`src/rtl/avalon_memory_arbiter.sv`:
```
// avalon_memory_arbiter: round-robin sharing of one fixed-latency memory port,
// with an owner-tag pipeline that steers each returning read to its issuer.
module avalon_memory_arbiter #(
  parameter int NUM_REQ      = 4,
  parameter int BUSWIDTH     = 32,
  parameter int ADDRESSWIDTH = 10,
  parameter int LATENCY      = 1,
  parameter int IDWIDTH      = $clog2(NUM_REQ)
) (
  input  logic                            clk,
  input  logic                            reset,
  input  logic [NUM_REQ-1:0]              req_read,
  input  logic [NUM_REQ-1:0]              req_write,
  input  logic [NUM_REQ*ADDRESSWIDTH-1:0] req_address,
  input  logic [NUM_REQ*BUSWIDTH-1:0]     req_data_in,
  output logic [NUM_REQ-1:0]              req_waitrequest,
  output logic [NUM_REQ-1:0]              req_read_valid,
  output logic [BUSWIDTH-1:0]             req_data_out,
  output logic                            m_read,
  output logic                            m_write,
  output logic [ADDRESSWIDTH-1:0]         m_address,
  output logic [BUSWIDTH-1:0]             m_data_in,
  input  logic                            m_read_valid,
  input  logic [BUSWIDTH-1:0]             m_data_out,
  output logic                            route_error
);

  logic [NUM_REQ-1:0]              active;
  logic [IDWIDTH-1:0]              last_grant;
  logic                            grant_valid;
  logic [IDWIDTH-1:0]              grant_id;
  logic [LATENCY-1:0]              tag_valid;
  logic [LATENCY-1:0][IDWIDTH-1:0] tag_id;
  logic                            tail_valid;
  logic [IDWIDTH-1:0]              tail_id;
  logic                            hit;

  assign active = req_read | req_write;

  // First active requester after last_grant, wrapping around.
  always_comb begin
    logic [IDWIDTH-1:0] cand;
    cand        = '0;
    grant_valid = 1'b0;
    grant_id    = '0;
    for (int k = 1; k <= NUM_REQ; k++) begin
      cand = IDWIDTH'((int'(last_grant) + k) % NUM_REQ);
      if (!grant_valid && !reset && active[cand]) begin
        grant_valid = 1'b1;
        grant_id    = cand;
      end
    end
  end

  always_comb begin
    req_waitrequest = '1;
    m_read          = 1'b0;
    m_write         = 1'b0;
    m_address       = '0;
    m_data_in       = '0;
    if (grant_valid) begin
      req_waitrequest[grant_id] = 1'b0;
      m_write   = req_write[grant_id];
      m_read    = req_read[grant_id] & ~req_write[grant_id];
      m_address = req_address[int'(grant_id)*ADDRESSWIDTH +: ADDRESSWIDTH];
      m_data_in = req_data_in[int'(grant_id)*BUSWIDTH +: BUSWIDTH];
    end
  end

  assign tail_valid = tag_valid[LATENCY-1];
  assign tail_id    = tag_id[LATENCY-1];
  assign hit        = !reset && m_read_valid && tail_valid;

  always_comb begin
    req_read_valid = '0;
    req_data_out   = '0;
    if (hit) begin
      req_read_valid[tail_id] = 1'b1;
      req_data_out            = m_data_out;
    end
  end

  always_ff @(posedge clk or posedge reset) begin
    if (reset) begin
      last_grant  <= IDWIDTH'(NUM_REQ - 1);
      tag_valid   <= '0;
      tag_id      <= '0;
      route_error <= 1'b0;
    end else begin
      if (grant_valid)
        last_grant <= grant_id;
      tag_valid[0] <= m_read;
      tag_id[0]    <= grant_id;
      for (int s = 1; s < LATENCY; s++) begin
        tag_valid[s] <= tag_valid[s-1];
        tag_id[s]    <= tag_id[s-1];
      end
      // A return without a tag, or a tag without a return, is a lost owner.
      if (m_read_valid != tail_valid)
        route_error <= 1'b1;
    end
  end

endmodule

```
`config.mk`:
```
export PLATFORM = sky130hd
export DESIGN_NAME = avalon_memory_arbiter
export DESIGN_NICKNAME = d
export VERILOG_FILES = /design/src/rtl/avalon_memory_arbiter.sv
export SDC_FILE = /design/constraint.sdc
export NUM_CORES = 1
export LEC_CHECK = 0
export CAP_MARGIN = 20
export CORE_AREA = 2 2 114 116
export DETAILED_ROUTE_END_ITERATION = 8
export DIE_AREA = 0 0 116 118
export REMOVE_ABC_BUFFERS = 1
export SLEW_MARGIN = 40
export SYNTH_ARGS = -nofsm -noshare
export SYNTH_HDL_FRONTEND = slang
export SYNTH_SLANG_ARGS = --single-unit
```
`constraint.sdc`:
```
create_clock -name clk -period 3.5 [get_ports clk]
set_clock_uncertainty 0.15 [all_clocks]
set_input_delay 0.35 -clock clk [delete_from_list [all_inputs] [get_ports clk]]
set_output_delay 0.35 -clock clk [all_outputs]
set_load 0.05 [all_outputs]
```
==> results of run 1 <==
critical path, delay by kind of cell:
kind | cells | cell delay [ps]
buffers and inverters | 3 | 1170
and+or+nand+nor | 1 | 410
AOI/OAI and AO/OA | 4 | 850
layer usage:
layer	GRT usage	vias up	part of all wire	routed length (um)
met5	0	-	0	0
met4	0.0238	0	0.0083	98
met3	0.0690	10	0.12	1480
met2	0.321	184	0.53	6330
met1	0.166	1396	0.33	3930
li1	-	1485	-	-
worst max path at each step:
stage | slack, ps | depth (start not counted) | endpoint
3_5_place_dp | 220 | 8 | m_data_in[0]
2_1_floorplan | -4480 | 6 | m_address[9]
6_report | 200 | 8 | m_data_in[0]
5_1_grt | 3 | 8 | m_data_in[0]
3_3_place_gp | 240 | 9 | m_data_in[27]
4_1_cts | 210 | 8 | m_data_in[0]
Yosys cell counts:
| library cell | number |
|---|---|
| nand3b_1 | 1 |
| nand2_1 | 8 |
| a31oi_1 | 1 |
| buf_6 | 2 |
| o32ai_1 | 1 |
| a32o_1 | 1 |
| a22o_1 | 1 |
| o311ai_4 | 1 |
| buf_4 | 5 |
| dfstp_2 | 2 |
| o22ai_1 | 4 |
| or2_2 | 1 |
| and3_1 | 2 |
| o21ai_0 | 1 |
| nor4b_1 | 1 |
| dfrtp_1 | 4 |
| nor4_1 | 3 |
| inv_2 | 1 |
| and2_1 | 32 |
| nor2b_1 | 1 |
| nand2b_1 | 2 |
| inv_1 | 1 |
| clkbuf_1 | 3 |
| o31ai_1 | 1 |
| buf_2 | 7 |
| or2_1 | 3 |
| a21o_1 | 2 |
| nor2_1 | 7 |
| o2111ai_1 | 1 |
| a21oi_1 | 2 |
| nand3_1 | 2 |
| nor3_1 | 2 |
| o22ai_2 | 39 |
| mux2i_1 | 86 |
| buf_12 | 5 |
| o21ai_2 | 1 |
| clkbuf_4 | 1 |
| buf_8 | 3 |
area by class of cell:
class / instances / area share
repair buffers: 306 / 0.624
inverters: 2 / 0.00121
flip-flops and latches: 6 / 0.0246
clock buffers: 4 / 0.0127
well taps: 172 / 0.0347
multi-input cells: 207 / 0.303
stage by stage:
step	total power [mW]	instance area (um^2)	setup TNS, ps
final	2.85	6200	0
after global placement	2.67	6130	0
after floorplan	1.53	2020	-198770
after CTS	2.88	6200	0
after detailed placement	2.68	6130	0
after global routing	2.97	6200	0
cell families after synthesis:
group                  Yosys count  synth area share
buffers and inverters           28             0.117
AOI/OAI and AO/OA               56             0.276
muxes                           86             0.378
DFF                              6            0.0671
and+or+nand+nor                 65             0.162
report_power, final:
| group | switching, mW | internal, mW |
|---|---|---|
| logic | 1.29 | 1.24 |
| clock network | 0.0362 | 0.151 |
| registers | 0.0342 | 0.0955 |
| total | 1.36 | 1.49 |
flip-flops by register name, summed over array words and instances (netlist names):
| name | count |
|---|---|
| tag_valid | 1 |
| last_grant | 2 |
| route_error | 1 |
| tag_id | 2 |
==> key figures, run 1 <==
GRT
  – Pin count of the biggest net entering global routing: 36
  – Vias in the first global route: 3290
  – GR Overflow Total: 0
  – First-pass GRT wire length: 17900 um
  – Initial antenna violation count: 0
  – GRT Total Usage: 0.166

Hold path
  – Hold depth: 1
  – Hold endpoint: route_error
  – Hold Path Class: flop to flop
  – Hold path startpoint: route_error

Yosys
  – Yosys top cell by area: mux2i_1
  – Post-synthesis register bit count: 6
  – Dominant cells by area after synthesis: mux2i_1, o22ai_2, and2_1
  – Mapped Cells: 241
  – Synth Cell Area: 0.00228 mm^2
  – Mapped Avg Cell Area: 9.44 um^2
  – Top cell type's share of synthesized area: 0.378
  – Yosys warns: 0
  – Post-synthesis sequential area ratio: 0.0671
  – Yosys cell types: 38

Clocking
  – Sink Count: 6
  – Clk_lat worst skew: 220 ps
  – H-tree levels: 1
  – CTS hold repair buffers: 0
  – Clock root cell: clkbuf_16
  – CTS max path bufs: 2
  – CTS Buf Count: 3
  – Setup bufs post-CTS: 0
  – CTS tree: built
  – Post-CTS sizing: 0
  – Worst-path clk slew: 30 ps

Critical path
  – CP Cell Sequence: clkdlybuf4s50_1, nor4_1, o32ai_1, a32o_1, a31oi_4, buf_4, o22ai_1, buf_12
  – Slowest CP cell: buf_4
  – R2R Setup Slk: 1260 ps
  – Setup crit end kind: output pin
  – Data required, critical path: 3000 ps
  – Crit Path Category: primary input to output pin
  – R2R cell count: 6
  – Data arrival, critical path: 2800 ps
  – RR Endpoint: tag_valid
  – Slowest stage delay, CP: 510 ps
  – CP startpoint: req_write[3]
  – CP Max Fanout: 35
  – RR Startpoint: last_grant[1]
  – CP Launch Type: primary input

Cells and area
  – N_diodes: 0
  – Most frequent cells in the layout: clkdlybuf4s50_1, mux2i_1, buf_12, o22ai_2, and2_1
  – Reg area: 153 um^2
  – Post-route insts no fill: 697
  – Fillcell total: 1149
  – Area Overhead vs Synth: 173%
  – Final core utilization: 0.500
  – Commonest non-fill, non-tap cell in the layout: clkdlybuf4s50_1
  – Multi-input gate area: 0.00188 mm^2
  – NumNets Final: 737
  – Fraction of layout cells with a size suffix above 1: 0.272

STA
  – WHS: 317 ps
  – Max-slew headroom: 0.619
  – Tcrit/Tclk final: 0.943
  – Final slew viol count: 0
  – Final number of hold-violating endpoints: 0
  – Worst Tran Pin Value: 571 ps
  – Final setup fails: 0
  – FMAX: 303 MHz
  – RSZ-0062 raised after global routing: no
  – Tmin final: 3300 ps
  – Final worst slack: 198 ps

Power
  – Worst IR drop on VDD: 0.000255 V
  – Static Leak: 2.38 nW
  – PwrDens: 459 mW/mm^2

Die
  – FP Rows: 41
  – Core area: 0.0124 mm^2
  – IO Count: 296
  – Total die area: 0.0137 mm^2
  – Die X: 116 um
  – Die extent in y: 118 um
  – Initial core utilization: 0.183

Detailed routing
  – DRC: 0
  – Initial DRC count: 93
  – Wire length per cell: 17.0 um
  – DR vias/cell: 4.41
  – First-pass iteration count of the detailed router: 4
  – Final wirelength: 11800 um
  – Via Count: 3075
  – Final antenna-violating net count: 0

Placed design
  – Placed cells: 693
  – Global placement routability congestion: 0.829
  – Pre-CTS setup slack: 224 ps
  – HPWL after DPL: 10300 um
  – IO buf count: 295

Run status
  – Status: finished, final reports clean

Job
  – Max cap viols: 0
(Power assumes the default switching activity.)
==> run 2: changes to the inputs <==
--- a/config.mk
+++ b/config.mk
@@ -10,6 +10,7 @@
 export DETAILED_ROUTE_END_ITERATION = 8
 export DIE_AREA = 0 0 116 118
 export REMOVE_ABC_BUFFERS = 1
+export SETUP_SLACK_MARGIN = 0.15
 export SLEW_MARGIN = 40
 export SYNTH_ARGS = -nofsm -noshare
 export SYNTH_HDL_FRONTEND = slang
==> key figures, run 2 (same netlist as run 1, synthesis figures left out) <==
Cells and area
  – N_diodes: 0
  – Area Overhead vs Synth: 177%
  – Fraction of layout cells with a size suffix above 1: 0.285
  – Biggest regs: last_grant: 2 flops, tag_id: 2 flops
  – Most frequent cells in the layout: clkdlybuf4s50_1, mux2i_1, buf_12, o22ai_2, and2_1
  – NumNets Final: 739
  – Commonest non-fill, non-tap cell in the layout: clkdlybuf4s50_1
  – Final core utilization: 0.508

Detailed routing
  – DRC: 0
  – Initial DRC count: 79
  – Final antenna-violating net count: 0
  – Met3 WL: 1480 um
  – Wire length per cell: 17.4 um
  – Final wirelength: 12200 um
  – DR vias/cell: 4.43
  – Met2 WL: 6610 um
  – DR top layer: met4
  – Metal1 wirelength: 4020 um
  – Via Count: 3100
  – First-pass iteration count of the detailed router: 4

Critical path
  – Data arrival, critical path: 2720 ps
  – Slowest CP cell: clkdlybuf4s50_1
  – Data required, critical path: 3000 ps
  – CP Launch Type: primary input
  – Slowest stage delay, CP: 460 ps
  – CP Cell Sequence: clkdlybuf4s50_1, or2_4, o311ai_4, o31ai_1, o21ai_4, buf_4, mux2i_1, a22o_1, buf_12
  – Setup crit end kind: output pin
  – CP Max Fanout: 12
  – Crit Path Category: primary input to output pin

GRT
  – GR Overflow Total: 0
  – GRT Total Usage: 0.166
  – Initial antenna violation count: 0
  – Pin count of the biggest net entering global routing: 36
  – First-pass GRT wire length: 17900 um
  – Vias in the first global route: 3290

STA
  – Tmin final: 3220 ps
  – Worst Tran Pin Value: 533 ps
  – Tcrit/Tclk final: 0.919
  – Final setup fails: 0
  – Max-slew headroom: 0.644
  – Final slew viol count: 0
  – RSZ-0062 raised after global routing: no
  – Final number of hold-violating endpoints: 0
  – FMAX: 311 MHz

Placed design
  – Global placement routability congestion: 0.829
  – IO buf count: 295
  – HPWL after DPL: 10300 um

Die
  – IO Count: 296
  – FP Rows: 41
  – Die X: 116 um
  – Die extent in y: 118 um
  – Core area: 0.0124 mm^2
  – Initial core utilization: 0.183
  – Total die area: 0.0137 mm^2

Clocking
  – Sink Count: 6
  – CTS Buf Count: 3
  – Setup bufs post-CTS: 0
  – CTS max path bufs: 2
  – Clock root cell: clkbuf_16
  – H-tree levels: 1
  – CTS tree: built
  – Worst-path clk slew: 30 ps
  – Clk_lat worst skew: 220 ps

Power
  – PwrDens: 464 mW/mm^2
  – Pwr Total: 2.92 mW
  – Worst IR drop on VDD: 0.000255 V
  – Static Leak: 2.43 nW

Hold path
  – Hold Path Class: flop to flop

Run status
  – Status: finished, final reports clean

Job
  – Max cap viols: 0
run 2: changes by cell type in the layout (fill, tap and decap cells not counted), moves of 2 or more:
| cell | previous run | this run |
|---|---|---|
| buf_12 | 83 | 81 |
| buf_16 | 0 | 2 |
| buf_4 | 10 | 7 |
| buf_6 | 0 | 3 |
| clkbuf_16 | 3 | 5 |
| mux2i_1 | 86 | 84 |
| mux2i_2 | 0 | 2 |
run 2: through the flow:
stage	setup slack, ps	hold WS [ps]	TNS, ps	cells	area [um^2]
2_1_floorplan	-4480	-29.3	-198770	215	2020
3_3_place_gp	242	293	0	693	6130
5_1_grt	168	340	0	699	6310
3_5_place_dp	224	318	0	693	6130
4_1_cts	209	325	0	697	6200
6_report	282	317	0	699	6310
run 2: per-layer routing:
metal / up-vias / GRT usage
met1: 1427 / 0.166
li1: 1487 / -
met3: 6 / 0.0690
met2: 180 / 0.321
met4: 0 / 0.0238
met5: - / 0
run 2: final cells by class:
cell class	count	area, um^2
Sequential cell	6	153
Multi-Input combinational cell	207	1910
Tap cell	172	215
Timing Repair Buffer	308	3950
Fill cell	1142	6110
Clock buffer	4	78.8
Inverter	2	7.51
run 2: power breakdown:
| group | internal, mW | switching [mW] | leakage [nW] | total, mW |
|---|---|---|---|---|
| combinational | 1.29 | 1.31 | 2.32 | 2.61 |
| sequential | 0.0954 | 0.0340 | 0.0681 | 0.129 |
| clock | 0.151 | 0.0360 | 0.0382 | 0.187 |
run 2: timing repair:
action / in CTS / in global routing
setup endpoints to repair: 0 / 44
hold buffers: 0 / 0
gates resized for setup: 0 / 11
run 2: path summary, 6_finish.rpt:
path	to	from	cells after the start	slack (ps)
setup / recovery	m_read	req_write[1]	9	280
hold / removal	route_error	route_error	1	320
setup reg to reg	tag_valid	last_grant[0]	6	1250
hold reg to reg	route_error	route_error	1	320
max in group asynchronous	last_grant[1]	reset	2	2570
min in group asynchronous	route_error	reset	2	380
run 2: worst max-delay path: cells and delay by family:
family	cells	cell delay, ps
buffers and inverters	3	870
multiplexers	1	300
AND/OR/NAND/NOR	1	310
AO/OA/AOI/OAI	4	880
==> run 3: changes to the inputs <==
--- a/config.mk
+++ b/config.mk
@@ -7,8 +7,10 @@
 export LEC_CHECK = 0
 export CAP_MARGIN = 20
 export CORE_AREA = 2 2 114 116
+export CTS_BUF_LIST = sky130_fd_sc_hd__clkbuf_4
 export DETAILED_ROUTE_END_ITERATION = 8
 export DIE_AREA = 0 0 116 118
+export GPL_TIMING_DRIVEN = 0
 export REMOVE_ABC_BUFFERS = 1
 export SETUP_SLACK_MARGIN = 0.15
 export SLEW_MARGIN = 40
==> key figures, run 3 (same netlist as run 1, synthesis figures left out) <==
Run status
  – Status: finished, final reports clean

Placed design
  – HPWL after DPL: 9980 um
  – IO buf count: 295
  – Global placement routability congestion: 0.738
  – Placed cells: 694
  – DP Area: 0.00545 mm^2

Cells and area
  – Area Overhead vs Synth: 149%
  – Commonest non-fill, non-tap cell in the layout: clkdlybuf4s50_1
  – Most frequent cells in the layout: clkdlybuf4s50_1, mux2i_1, o22ai_2, and2_1, buf_2
  – Final core utilization: 0.457
  – NumNets Final: 758
  – Post-route insts no fill: 718
  – Fraction of layout cells with a size suffix above 1: 0.258
  – Fin area: 0.00568 mm^2
  – N_diodes: 0
  – Biggest regs: last_grant: 2 flops, tag_id: 2 flops

STA
  – RSZ-0062 raised after global routing: no
  – WHS: 313 ps
  – Final number of hold-violating endpoints: 0
  – FMAX: 307 MHz
  – Tcrit/Tclk final: 0.930
  – Tmin final: 3260 ps
  – Setup TNS: 0 ps
  – Max-slew headroom: 0.652
  – Final slew viol count: 0
  – Worst Tran Pin Value: 520 ps
  – Final setup fails: 0

Clocking
  – CTS Buf Count: 3
  – CTS max path bufs: 2
  – CTS tree: built
  – Clock root cell: clkbuf_4
  – CTS hold repair buffers: 0
  – Sink Count: 6
  – Clk_lat worst skew: 240 ps
  – H-tree levels: 1
  – Worst-path clk slew: 40 ps

Die
  – Initial core utilization: 0.183
  – IO Count: 296
  – Die X: 116 um
  – FP Rows: 41
  – Total die area: 0.0137 mm^2
  – Die extent in y: 118 um
  – Core area: 0.0124 mm^2

Critical path
  – CP Max Fanout: 12
  – Cell mode on critical path: buf_12
  – Cell family contributing the most delay on the critical path: buffers and inverters
  – CP Launch Type: primary input
  – Data arrival, critical path: 2760 ps
  – CP Cell Sequence: clkdlybuf4s50_1, nor2_2, and3_1, o2111ai_2, o21ai_4, buf_12, buf_12, buf_16, clkbuf_16, mux2i_1, o22ai_2, buf_2
  – Setup crit end kind: output pin
  – Crit Path Category: primary input to output pin
  – Data required, critical path: 3000 ps
  – Slowest stage delay, CP: 580 ps
  – Critical path buffer and inverter count: 6
  – Slowest CP cell: clkdlybuf4s50_1

Power
  – PwrDens: 436 mW/mm^2
  – Static Leak: 2.23 nW
  – Worst IR drop on VDD: 0.000249 V

Detailed routing
  – Final wirelength: 12200 um
  – Via Count: 3138
  – DRC: 0
  – Initial DRC count: 70
  – DR vias/cell: 4.37
  – First-pass iteration count of the detailed router: 4
  – Final antenna-violating net count: 0
  – Wire length per cell: 16.9 um

Hold path
  – Hold Path Class: flop to flop

GRT
  – Pin count of the biggest net entering global routing: 35
  – First-pass GRT wire length: 17000 um
  – Initial antenna violation count: 0
  – Vias in the first global route: 3197
  – GRT Total Usage: 0.159
  – GR Overflow Total: 0

Job
  – Max cap viols: 0
## run 3: timing repair
item                                    in CTS  in global routing
gates resized for setup                    212                 40
endpoints found under the setup margin      48                 47
cloned                                       1                  3
setup buffers                                4                 12
pin swaps                                    2                  3
## run 3: per-stage QoR
stage | setup WS (ps) | power [mW]
global route | 157 | 2.59
finish | 243 | 2.48
floorplan | -4480 | 1.53
detailed placement | -901 | 2.33
CTS | 29.2 | 2.31
global placement | -8430 | 2.30
## run 3: where the power goes
part	internal (mW)	switching (mW)	total, mW	leakage (nW)
logic	0.997	1.27	2.27	2.14
clock network	0.0509	0.0249	0.0758	0.0184
registers	0.0953	0.0370	0.132	0.0681
## run 3: worst paths after layout
check	start	endpoint	slack (ps)	cells after the start
worst min register to register	route_error	route_error	310	1
max in group asynchronous	reset	last_grant[1]	2540	2
worst min-delay path	route_error	route_error	310	1
min in group asynchronous	reset	tag_id[0]	410	2
worst max register to register	last_grant[1]	tag_valid	1300	7
worst max-delay path	req_write[2]	m_address[1]	240	12
## run 3: layer usage
metal / track usage / part of all wire / vias to the layer above
met3: 0.0499 / 0.11 / 4
met2: 0.318 / 0.55 / 180
li1: - / - / 1525
met4: 0.0186 / 0.0044 / 0
met1: 0.160 / 0.34 / 1429
met5: 0 / 0 / -
## run 3: final cells by class
cell class	count	area (um^2)
inverters	2	7.51
flip-flops and latches	6	153
clock buffers	4	30.0
well taps	172	215
multi-input cells	208	2030
repair buffers	326	3240
fillers	1213	6740
## run 3: worst register-to-register path: stages (launching register included)
cell and delay [ps]:
dfstp_2 650, o21ai_0 130, a21oi_1 210, nor4_2 90, a31oi_4 240, buf_8 200
nor2b_1 240, a22o_1 230
